--- config.mk ---
export PLATFORM = sky130hd
export DESIGN_NAME = shifter
export DESIGN_NICKNAME = d
export VERILOG_FILES = /design/src/rtl/shifter_pkg.sv /design/src/rtl/shifter_core.sv /design/src/rtl/shifter.sv
export SDC_FILE = /design/constraint.sdc
export NUM_CORES = 1
export LEC_CHECK = 0
export ABC_AREA = 1
export CORE_UTILIZATION = 25
export DETAILED_ROUTE_END_ITERATION = 7
export HOLD_SLACK_MARGIN = 0.05
export SYNTH_ARGS = -nofsm -noshare
export SYNTH_HDL_FRONTEND = slang
export SYNTH_SLANG_ARGS = --single-unit
--- constraint.sdc ---
create_clock -name clk -period 1.1 [get_ports clk]
set_input_delay 0.22 -clock clk [delete_from_list [all_inputs] [get_ports clk]]
set_output_delay 0.22 -clock clk [all_outputs]
set_load 0.05 [all_outputs]
--- src/rtl/shifter_pkg.sv ---
// Shared constants for the shifter slice.
package shifter_pkg;

    localparam int DEFAULT_WIDTH = 8;

endpackage

--- src/rtl/shifter_core.sv ---
// Combinational log2(WIDTH)-stage barrel shifter/rotator.
module shifter_core
    import shifter_pkg::*;
#(
    parameter int WIDTH = DEFAULT_WIDTH,
    localparam int SW = $clog2(WIDTH)
) (
    input  logic [WIDTH-1:0] a,
    input  logic [SW-1:0]    b,
    input  logic             rot,
    input  logic             left,
    input  logic             sign,
    output logic [WIDTH-1:0] y
);

    logic             fill_bit;
    logic [WIDTH-1:0] a_in;
    logic [WIDTH-1:0] stage_cur;
    logic [WIDTH-1:0] stage_nxt;

    // Left operations run through the right-moving stages on bit-reversed data.
    always_comb begin
        fill_bit = ~rot & ~left & sign & a[WIDTH-1];
        a_in     = '0;
        for (int i = 0; i < WIDTH; i++) begin
            a_in[i] = left ? a[WIDTH-1-i] : a[i];
        end
        stage_cur = a_in;
        stage_nxt = '0;
        for (int k = 0; k < SW; k++) begin
            for (int i = 0; i < WIDTH; i++) begin
                if (i + (1 << k) < WIDTH) begin
                    stage_nxt[i] = stage_cur[i + (1 << k)];
                end else begin
                    stage_nxt[i] = rot ? stage_cur[i + (1 << k) - WIDTH] : fill_bit;
                end
            end
            if (b[k]) begin
                stage_cur = stage_nxt;
            end
        end
        y = '0;
        for (int i = 0; i < WIDTH; i++) begin
            y[i] = left ? stage_cur[WIDTH-1-i] : stage_cur[i];
        end
    end

endmodule

--- src/rtl/shifter.sv ---
// Registered shifter: one-cycle latency, output holds while in_valid is low.
module shifter
    import shifter_pkg::*;
#(
    parameter int WIDTH = DEFAULT_WIDTH,
    localparam int SW = $clog2(WIDTH)
) (
    input  logic             clk,
    input  logic             rst_n,
    input  logic [WIDTH-1:0] a,
    input  logic [SW-1:0]    b,
    input  logic             rot,
    input  logic             left,
    input  logic             sign,
    input  logic             in_valid,
    output logic [WIDTH-1:0] out,
    output logic             out_valid
);

    logic [WIDTH-1:0] y;
    logic [WIDTH-1:0] out_d;
    logic [WIDTH-1:0] out_q;
    logic             valid_d;
    logic             valid_q;

    shifter_core #(.WIDTH(WIDTH)) u_core (
        .a    (a),
        .b    (b),
        .rot  (rot),
        .left (left),
        .sign (sign),
        .y    (y)
    );

    always_comb begin
        out_d   = in_valid ? y : out_q;
        valid_d = in_valid;
    end

    always_ff @(posedge clk or negedge rst_n) begin
        if (!rst_n) begin
            out_q   <= '0;
            valid_q <= 1'b0;
        end else begin
            out_q   <= out_d;
            valid_q <= valid_d;
        end
    end

    assign out       = out_q;
    assign out_valid = valid_q;

endmodule

==> flow_metrics.py <==
metrics = {
    "finish": {
        "ff_latch_area_um2": 225.2,
        "multi_input_comb_area_um2": 927.1,
        "final_core_util_pct": 53.19,
        "layout.nets": 214,
        "fill_cells": 295,
        "final_area_mm2": 0.001803,
        "instances_no_fill": 242,
        "syn_to_final_growth_pct": 99.86,
        "drive_gt1_share_pct": 55.10,
        "num_antenna_cells": 0,
    },
    "routing": {
        "ant_nets": 0,
        "wire_per_inst_um": 14.07,
        "routed_wl_um": 3404,
        "dr.pass1.iters": 4,
        "drc_errors": 0,
        "vias_per_cell": 5.025,
        "initialDrtViolationCount": 42,
        "num_vias": 1216,
    },
    "timing": {
        "holdWs_ns": 0.2592,
        "clock_skew_ns": 0,
        "setup_viol": 6,
        "finalCritPeriodShare_pct": 100.9,
        "hold_violations": 0,
        "tns_ns": -0.02738,
        "rsz0062_at_grt": "true",
        "min_period_ns": 1.110,
        "worst_slew_pin_slew_ns": 0.4219,
        "slew_headroom_pct": 71.79,
        "max_freq_ghz": 0.9010,
        "drv_slew": 0,
        "finalWorstSetupSlack_ns": -0.009882,
    },
    "place": {
        "place_inst": 231,
        "gp_congestion": 0.8644,
        "place_area_mm2": 0.001365,
        "dp_hpwl_um": 2039,
        "io_buffers": 25,
    },
    "synth": {
        "synth_top_family_by_area": "simple AND/OR/NAND/NOR gates",
        "yosysTopAreaCell": "nand2_1",
        "yosysWarnings": 0,
        "synthCells": 153,
        "syn_avg_cell_area_um2": 5.896,
        "synthSimpleGateAreaFrac_pct": 64.77,
        "synth_area_leaders": "nand2_1 (30%), dfrtp_1 (25%), nand3_1 (25%)",
        "synthAdderAreaFrac_pct": 0,
        "synthesis.nets": 170,
        "synthXorXnorAreaFrac_pct": 0,
        "netlist.area_leader.share_pct": 30.37,
        "ys_types": 15,
        "syn_area_um2": 902.1,
        "synth_compound_area_share_pct": 1.110,
        "ys_seq_area_share_pct": 24.97,
        "ys_ff_latch": 9,
        "synthMuxAreaShare_pct": 0,
    },
    "power_and_ir_drop": {
        "sw_frac_of_total_pct": 42.61,
        "leakage_nw": 0.8835,
        "p_clk_share_pct": 15.7,
        "vdd_drop_max_uv": 478.2,
        "p_switching_uw": 685.6,
        "seqPwrFrac_pct": 26.0,
        "p_per_area_mw_per_mm2": 892.4,
        "p_int_uw": 923.3,
        "comb_power_share_pct": 58.2,
    },
    "die": {
        "io_pins": 26,
        "rows": 21,
        "initial_core_util_pct": 26.61,
        "core_mm2": 0.003390,
        "die_h_um": 62.07,
        "dieArea_mm2": 0.003853,
        "chipWidth_um": 62.07,
    },
    "clocking": {
        "cts_root_buffer": "clkbuf_4",
        "clock_latency_ns": 0.26,
        "cts_made_buffers": 3,
        "htreeDepth": 1,
        "clockBufferDepth": 2,
        "clk_pin_slew_ns": 0.06,
        "holdBufCountCts": 0,
        "cts_tree": "done",
        "cts.sinks": 9,
    },
    "worst_setup_path": {
        "criticalPathCategory": "in -> reg",
        "crit_path_start_kind": "primary input",
        "required_ns": 1.25,
        "crit_arrival_ns": 1.26,
        "cp-end-kind": "flip-flop",
        "crit_fanout": 2,
    },
    "global_route": {
        "grt_antenna_before_repair": 0,
        "grt_pass1_wl_um": 4830,
        "gr-usage-all-layers_pct": 17.16,
        "grt-ovfl-total": 0,
        "grt_max_degree": 11,
        "grt_pass1_vias": 1064,
    },
    "worst_hold_path": {
        "hold_class": "in -> async",
    },
    "outcome": {
        "outcome": "complete, but fails checks",
        "violations": "setup timing",
    },
    "job": {
        "cap_violations": 0,
    },
}
==> cells in the mapped netlist <==
cell,number
clkinv_1,1
inv_2,3
dfrtp_1,9
a21oi_1,2
nand3_2,5
nor2_1,3
inv_6,1
nand2_4,1
buf_6,2
inv_1,3
buf_2,2
nand2_2,2
nand3_1,45
buf_8,1
nand2_1,73
==> per-stage QoR <==
stage                     power (mW)  setup slack [ns]
final                          1.609         -0.009882
after global routing           1.706          -0.08352
after CTS                      1.521          0.002858
after global placement         1.171           -0.6938
after floorplan               0.8205          -0.05097
after detailed placement       1.174           -0.6886
==> power groups by stage <==
stage / Sequential [mW] / Combinational, mW / Clock [mW]
after global routing: 0.423 / 1.00 / 0.283
final: 0.419 / 0.937 / 0.253
after floorplan: 0.550 / 0.270 / 0
after detailed placement: 0.426 / 0.748 / 0
after CTS: 0.420 / 0.838 / 0.263
after global placement: 0.425 / 0.746 / 0
==> critical path, cell delays in order <==
cell	delay (ns)
dlygate4sd2_1	0.30
nand2_2	0.13
nand3_2	0.11
nand3_2	0.08
nand2_2	0.06
nand2_1	0.06
nand2_1	0.05
nand2_1	0.07
nand2_1	0.06
nand3_1	0.07
nand2_1	0.05
==> flip-flops by register name, summed over array words and instances (netlist names) <==
name / cells
out_valid: 1
out: 8
==> routing by layer <==
metal | wire length (µm) | track usage (%)
met5 | 0 | 0
met3 | 127 | 3.727
met4 | 65 | 4.444
met1 | 1488 | 22.67
met2 | 1722 | 28.27
==> kinds of logic (layout without fill, tap and decap cells) <==
family | count (synthesis) | count (layout)
compound gates | 2 | 2
flops | 9 | 9
simple gates | 129 | 129
buf+inv | 13 | 56
==> placed cells by master (no fill, tap or decap) <==
master / instances
nor2_4: 2
dlygate4sd2_1: 6
buf_16: 1
inv_4: 1
inv_12: 1
clkdlybuf4s15_1: 1
buf_6: 4
nand2_4: 9
buf_8: 1
clkinv_8: 1
clkbuf_2: 5
buf_12: 11
nand3_1: 20
clkbuf_4: 3
inv_2: 2
clkdlybuf4s50_1: 2
clkinv_1: 1
nand2_2: 21
dfrtp_1: 9
inv_1: 2
nand3_4: 10
inv_6: 1
nand3_2: 20
nand2_1: 46
nor2_2: 1
buf_4: 10
buf_2: 2
clkbuf_1: 1
a21oi_2: 2
==> final timing paths <==
check	from	to	slack [ns]	depth (start not counted)
worst max-delay path	a[2]	out[1]	-0.01	11
worst min-delay path	rst_n	out[0]	0.26	1
worst max register to register	out[5]	out[5]	0.45	2
worst min register to register	out[1]	out[1]	0.54	2
max in group asynchronous	rst_n	out[5]	0.54	1
min in group clk	out[1]	out[1]	0.54	2
==> layout make-up <==
cell class / instances / area share [%]
multi-input combinational: 131 / 51.42
timing repair buffer: 43 / 27.76
sequential: 9 / 12.49
inverter: 8 / 3.192
tap: 46 / 3.192
clock buffer: 4 / 1.457
timing repair inverter: 1 / 0.4858
==> repair_timing <==
action / CTS / global route
endpoints found under the setup margin: 8 / 8
cloned: 2 / 1
resized for setup: 73 / 51
setup buffers: 2 / 2
pin swaps: 20 / 22
endpoints found under the hold margin: 0 / 0
(Power assumes the default switching activity.)
